$ cat config.mk
export PLATFORM = sky130hd
export DESIGN_NAME = button_events_flat
export DESIGN_NICKNAME = d
export VERILOG_FILES = /design/src/rtl/button_events_if.sv /design/src/rtl/button_events.sv /design/src/flat_wrapper.sv
export SDC_FILE = /design/constraint.sdc
export NUM_CORES = 1
export LEC_CHECK = 0
export CAP_MARGIN = 10
export CORE_ASPECT_RATIO = 0.6
export CORE_MARGIN = 2
export CORE_UTILIZATION = 55
export CTS_CLUSTER_SIZE = 25
export DETAILED_ROUTE_END_ITERATION = 8
export HOLD_SLACK_MARGIN = 0.03
export PLACE_DENSITY = 0.86
export SKIP_LAST_GASP = 1
export SYNTH_ARGS = -nofsm -noshare
export SYNTH_HDL_FRONTEND = slang
export SYNTH_SLANG_ARGS = --single-unit
$ cat constraint.sdc
create_clock -name clk -period 2.1 [get_ports clk]
set_input_delay 0.525 -clock clk [delete_from_list [all_inputs] [get_ports clk]]
set_output_delay 0.525 -clock clk [all_outputs]
set_load 0.005 [all_outputs]
$ cat src/rtl/button_events_if.sv
// button_events_if
//   Groups the pushbutton pin and the conditioned event outputs of
//   button_events into one bundle.
//   Signals:
//     btn           raw pushbutton pin (asynchronous, bouncing)
//     btn_level     debounced level, 1 = pressed
//     press         1-cycle pulse on debounced press
//     release_pulse 1-cycle pulse on debounced release ("release" is reserved)
//     short_click   1-cycle pulse on release when no long press fired
//     long_press    1-cycle pulse once per press after the long hold time
//     mode          3-bit pattern select
//   Modports:
//     master  the button_events side (consumes btn, drives the events)
//     slave   the pin / LED pattern logic side
`timescale 1ns/1ps
interface button_events_if;
    logic       btn;
    logic       btn_level;
    logic       press;
    logic       release_pulse;
    logic       short_click;
    logic       long_press;
    logic [2:0] mode;

    modport master (
        input  btn,
        output btn_level, press, release_pulse, short_click, long_press, mode
    );

    modport slave (
        output btn,
        input  btn_level, press, release_pulse, short_click, long_press, mode
    );
endinterface

$ cat src/rtl/button_events.sv
// button_events
//   Conditions one raw pushbutton into clean single-cycle events for the
//   LED pattern logic: 2-FF synchroniser, debouncer, short/long press
//   classifier and a 3-bit MODE register.
//   Parameters:
//     DEBOUNCE_CYCLES  synced cycles the input must differ before btn_level flips (>= 2)
//     LONG_CYCLES      cycles btn_level must stay pressed before long_press (>= 2)
//     ACTIVE_LOW       1: pin reads 0 when pressed; 0: pin reads 1 when pressed
//   Ports:
//     clk    system clock
//     rst_n  asynchronous active-low reset
//     bus    button_events_if.master (btn in; btn_level, press, release_pulse,
//            short_click, long_press, mode out)
`timescale 1ns/1ps
module button_events #(
    parameter int unsigned DEBOUNCE_CYCLES = 120000,
    parameter int unsigned LONG_CYCLES     = 12000000,
    parameter bit          ACTIVE_LOW      = 1'b1
) (
    input  logic            clk,
    input  logic            rst_n,
    button_events_if.master bus
);
    localparam int unsigned   DB_W      = $clog2(DEBOUNCE_CYCLES);
    localparam int unsigned   HOLD_W    = $clog2(LONG_CYCLES);
    localparam logic [DB_W-1:0]   DB_LAST   = DB_W'(DEBOUNCE_CYCLES - 1);
    localparam logic [HOLD_W-1:0] HOLD_LAST = HOLD_W'(LONG_CYCLES - 1);
    // Raw pin value while released; the sync flops reset to it so leaving
    // reset never looks like a press.
    localparam logic          RAW_IDLE  = ACTIVE_LOW;

    typedef enum logic [1:0] {
        IDLE = 2'd0,  // released
        HELD = 2'd1,  // pressed, long press not yet fired
        LONG = 2'd2   // pressed, long press fired
    } state_t;

    logic              sync1, sync2;
    logic              p_sync;
    logic [DB_W-1:0]   db_cnt;
    logic              level;
    logic              differ, db_done, rise, fall;

    state_t            state, state_n;
    logic [HOLD_W-1:0] hold_cnt, hold_n;
    logic [2:0]        mode, mode_n;
    logic              press, press_n;
    logic              rel, rel_n;
    logic              short_c, short_n;
    logic              long_p, long_n;

    // Synchroniser and debouncer
    assign p_sync  = sync2 ^ ACTIVE_LOW;
    assign differ  = (p_sync != level);
    assign db_done = differ && (db_cnt == DB_LAST);
    // rise/fall mark the edge on which btn_level flips, so the FSM can
    // register its pulses alongside the new level.
    assign rise    = db_done && !level;
    assign fall    = db_done && level;

    always_ff @(posedge clk or negedge rst_n) begin
        if (!rst_n) begin
            sync1  <= RAW_IDLE;
            sync2  <= RAW_IDLE;
            db_cnt <= '0;
            level  <= 1'b0;
        end else begin
            sync1 <= bus.btn;
            sync2 <= sync1;
            if (!differ) begin
                db_cnt <= '0;
            end else if (db_done) begin
                db_cnt <= '0;
                level  <= ~level;
            end else begin
                db_cnt <= db_cnt + 1'b1;
            end
        end
    end

    // Press classifier FSM
    always_ff @(posedge clk or negedge rst_n) begin
        if (!rst_n) begin
            state    <= IDLE;
            hold_cnt <= '0;
            mode     <= '0;
            press    <= 1'b0;
            rel      <= 1'b0;
            short_c  <= 1'b0;
            long_p   <= 1'b0;
        end else begin
            state    <= state_n;
            hold_cnt <= hold_n;
            mode     <= mode_n;
            press    <= press_n;
            rel      <= rel_n;
            short_c  <= short_n;
            long_p   <= long_n;
        end
    end

    always_comb begin
        state_n = state;
        hold_n  = hold_cnt;
        mode_n  = mode;
        press_n = 1'b0;
        rel_n   = 1'b0;
        short_n = 1'b0;
        long_n  = 1'b0;
        case (state)
            IDLE: begin
                if (rise) begin
                    state_n = HELD;
                    hold_n  = '0;
                    press_n = 1'b1;
                end
            end
            HELD: begin
                // A release landing on the hold terminal edge is a short click.
                if (fall) begin
                    state_n = IDLE;
                    rel_n   = 1'b1;
                    short_n = 1'b1;
                    mode_n  = mode + 3'd1;
                end else if (hold_cnt == HOLD_LAST) begin
                    state_n = LONG;
                    long_n  = 1'b1;
                    mode_n  = '0;
                end else begin
                    hold_n = hold_cnt + 1'b1;
                end
            end
            LONG: begin
                if (fall) begin
                    state_n = IDLE;
                    rel_n   = 1'b1;
                end
            end
            default: state_n = IDLE;
        endcase
    end

    assign bus.btn_level     = level;
    assign bus.press         = press;
    assign bus.release_pulse = rel;
    assign bus.short_click   = short_c;
    assign bus.long_press    = long_p;
    assign bus.mode          = mode;
endmodule

$ cat src/flat_wrapper.sv
// flat-port wrapper written by rule: the top's interface ports become plain ports
module button_events_flat 
#(
    parameter int unsigned DEBOUNCE_CYCLES = 120000,
    parameter int unsigned LONG_CYCLES     = 12000000,
    parameter bit          ACTIVE_LOW      = 1'b1
)
  (clk, rst_n, bus_btn, bus_btn_level, bus_press, bus_release_pulse, bus_short_click, bus_long_press, bus_mode);
  button_events_if bus_i ();
  input  logic clk;
  input  logic rst_n;
  input wire logic [$bits(bus_i.btn)-1:0] bus_btn;
  output wire logic [$bits(bus_i.btn_level)-1:0] bus_btn_level;
  output wire logic [$bits(bus_i.press)-1:0] bus_press;
  output wire logic [$bits(bus_i.release_pulse)-1:0] bus_release_pulse;
  output wire logic [$bits(bus_i.short_click)-1:0] bus_short_click;
  output wire logic [$bits(bus_i.long_press)-1:0] bus_long_press;
  output wire logic [$bits(bus_i.mode)-1:0] bus_mode;
  assign bus_i.btn = bus_btn;
  assign bus_btn_level = bus_i.btn_level;
  assign bus_press = bus_i.press;
  assign bus_release_pulse = bus_i.release_pulse;
  assign bus_short_click = bus_i.short_click;
  assign bus_long_press = bus_i.long_press;
  assign bus_mode = bus_i.mode;
  button_events #(.DEBOUNCE_CYCLES(DEBOUNCE_CYCLES), .LONG_CYCLES(LONG_CYCLES), .ACTIVE_LOW(ACTIVE_LOW)) u_core (.clk(clk), .rst_n(rst_n), .bus(bus_i));
endmodule
==> results of run 1 <==
==> state kept, by name, summed over array words and instances (netlist names), 2 cells and up <==
signal           cells
u_core.hold_cnt     24
u_core.state         2
u_core.db_cnt       17
u_core.bus.mode      3
==> timing repair <==
item | in CTS | in global routing
setup buffers | 4 | 8
gates cloned | 0 | 1
pin swaps | 10 | 15
resized for setup | 7 | 24
endpoints found under the setup margin | 20 | 25
==> routing by layer <==
| metal | vias to the layer above | GRT usage [%] | wire (um) |
|---|---|---|---|
| met3 | 73 | 6.129 | 1378 |
| met2 | 302 | 48.17 | 4506 |
| met1 | 1505 | 44.56 | 4038 |
| li1 | 1340 | - | - |
| met5 | - | 4.615 | 37 |
| met4 | 2 | 8.611 | 465 |
==> layout by cell type (no fill, tap or decap), types with 3 or more instances in the layout <==
cell	count
and3_1	11
xnor2_1	8
nand4b_1	3
nand2b_1	8
o21ai_0	6
a22o_1	3
clkbuf_8	5
ha_1	4
a21oi_1	4
or3_1	7
o41ai_1	6
dfrtp_1	51
nand2_1	23
o31ai_1	9
a211o_1	8
nand4_1	9
nor2_1	32
mux2_2	3
nor3_1	8
o211ai_1	4
clkdlybuf4s50_1	9
nand3_1	23
buf_4	61
inv_1	8
nor4_1	10
and4_1	4
xor2_1	8
buf_6	6
==> power by group <==
| group | internal, mW | leakage (nW) | switching [mW] |
|---|---|---|---|
| combinational | 0.0215 | 1.07 | 0.0396 |
| sequential | 1.03 | 0.731 | 0.00741 |
| clock | 0.237 | 0.0385 | 0.360 |
| total | 1.29 | 1.84 | 0.407 |
==> worst register-to-register path, delay by kind of cell (launching register included) <==
family / cells / cell delay (ps)
compound gates: 2 / 440
buf+inv: 1 / 160
flops: 1 / 440
simple gates: 3 / 1090
==> worst min-delay path by stage <==
| stage | from | endpoint | slack [ps] | cells past startpoint |
|---|---|---|---|---|
| 6_report | rst_n | u_core.hold_cnt[13] | 160 | 1 |
| 5_1_grt | rst_n | u_core.hold_cnt[13] | 190 | 1 |
| 4_1_cts | rst_n | u_core.hold_cnt[11] | 170 | 1 |
| 3_5_place_dp | u_core.sync1 | u_core.sync2 | 350 | 0 |
| 3_3_place_gp | u_core.sync1 | u_core.sync2 | 350 | 0 |
| 2_1_floorplan | rst_n | u_core.bus.btn_level | 230 | 0 |
==> area by class of cell <==
class	instances	area (sq um)	share of cell area, %
sequential	53	1329	33.60
multi-input combinational	242	1744	44.10
timing repair buffer	80	685.7	17.34
tap	66	82.58	2.088
clock buffer	7	76.32	1.930
clock inverter	1	7.507	0.1898
inverter	8	30.03	0.7593
==> through the flow <==
step           setup TNS (ps)  instances  utilization (%)  instance area [sq um]
2_1_floorplan          -30.80        318                -                   3043
3_3_place_gp           -2.129        436            69.83                   3600
3_5_place_dp            -1623        436            69.83                   3600
4_1_cts                -93.11        448            72.48                   3736
5_1_grt                 -1843        457            76.72                   3955
6_report               -986.7        457            76.72                   3955
==> cells by family (layout without fill, tap and decap cells) <==
family,after synthesis,count (layout),synth area share [%]
buffers and inverters,23,96,3.243
AOI/OAI and AO/OA,58,58,14.89
and+or+nand+nor,156,156,28.48
muxes,5,5,1.788
adders and majority gates,6,6,2.495
DFF,53,53,44.16
xor gates and xnor gates,17,17,4.948
==> Yosys cell counts (9+ instances only) <==
library cell	count	area (sq um)
and3_1	11	68.82
clkbuf_1	11	41.29
dfrtp_1	51	1276
nand2_1	23	86.33
nand3_1	25	125.1
nand4_1	9	56.30
nor2_1	33	123.9
nor4_1	11	68.82
o31ai_1	11	82.58
xnor2_1	9	78.83
==> impl_metrics.yaml, run 1 <==
pwr:
  finalPower_mw: 1.694
  p_leak_nw: 1.836
  vdd_drop_max_mv: 0.2625
  cellPowerDensity_nw_per_um2: 428.3
synth:
  syn_nets: 327
  ys_seq_elements: 53
  synth_cells: 318
  yosysSeqAreaShare_pct: 44.16
  synthFlopType: "dfrtp_1"
  syn_avg_cell_area_sq_um: 9.463
  synthArstFlopShare_pct: 100.0
  yosys_warnings: 0
  ys_types: 53
  syn_area_sq_um: 3009
  synth-edff-count: 0
grt:
  antenna_found_initial: 0
  grt_pass1_vias: 2716
  grt.overflow.total: 0
  grt_pass1_wl_mm: 14.29
  grt_use_total_pct: 30.92
  grt_max_degree: 26
die:
  boundaryPins: 11
  die-area_sq_um: 6098
  die_y_um: 61.30
  core_region_area_sq_um: 5155
  rows: 20
  initial_core_util_pct: 58.37
  die_w_um: 99.49
placed_design:
  post-place-ws_ps: -198.0
  place_congestion: 0.9261
  io_buffers: 10
  dp_hpwl_mm: 6.006
sta:
  fmax_mhz: 449.6
  finalSetupViolCount: 16
  hold_viol_final: 0
  finalCritPeriodShare_pct: 105.9
  slew_headroom_pct: 65.25
  finClkSkew_ps: 17.87
  rsz0062_at_grt: "yes"
  tightest_slew_ps: 521.2
  period_minus_slack_ps: 2224
  setup_slack_ps: -124.1
  slew_violations: 0
  fin_hold_ws_ps: 162.3
setup_path:
  cpPeakStageDelay_ps: 440
  cpMaxStageDelayCell: "dfrtp_1"
  r2r-start: "u_core.db_cnt[13]"
  reg2reg_to: "u_core.hold_cnt[13]"
  cp_top_family: "simple AND/OR/NAND/NOR gates"
  critical_path.endpoint: "u_core.hold_cnt[13]"
  path_depth: 6
  cp.required_ps: 2320
  start_kind: "flop"
  worstRegToRegCells: 6
  critPathLaunch: "u_core.db_cnt[13]"
  critPathBufInv: 1
  crit_chain: "nor4b_4 > nor3b_4 > a31oi_4 > or3_4 > buf_12 > o311ai_4"
  endpoint_kind: "flop"
  worstSetupPathType: "flop to flop"
  crit_path_max_fanout: 6
  reg2reg_slack_ps: -120
  crit_arrival_ps: 2450
clock_tree:
  cts_buffer_depth: 2
  root_buffer: "clkbuf_8"
  cts.sinks: 53
  cts_buffers: 5
  clk_pin_slew_ps: 110
  insertion_delay_ps: 330
  cts_tree: "built"
  cts.htree.levels: 2
  hold_buffers: 0
detailed_routing:
  drc_errors: 0
  final_antenna_net_count: 0
  dr.pass1.iters: 8
  routedWlPerCell_um: 22.81
  via_per_inst: 7.050
  vias: 3222
  drtIter0Drc: 571
  routed_wl_mm: 10.43
final_layout:
  syn2layout_area_growth_pct: 31.43
  final_nets: 399
  diodes: 0
  drive_above_1_share_pct: 27.62
  fillers: 310
status:
  status: "complete, but fails checks"
  violations: "setup timing"
min_path:
  hp-class: "primary input to async pin"
run:
  cap_viol_max_count: 0
No activity file was read; power rests on OpenSTA's default activity.
==> inputs of run 2 (changes only) <==
- CAP_MARGIN: 10 -> default
==> results of run 2 <==
No change in the layout: final DEF, timing and power equal those of run 1.
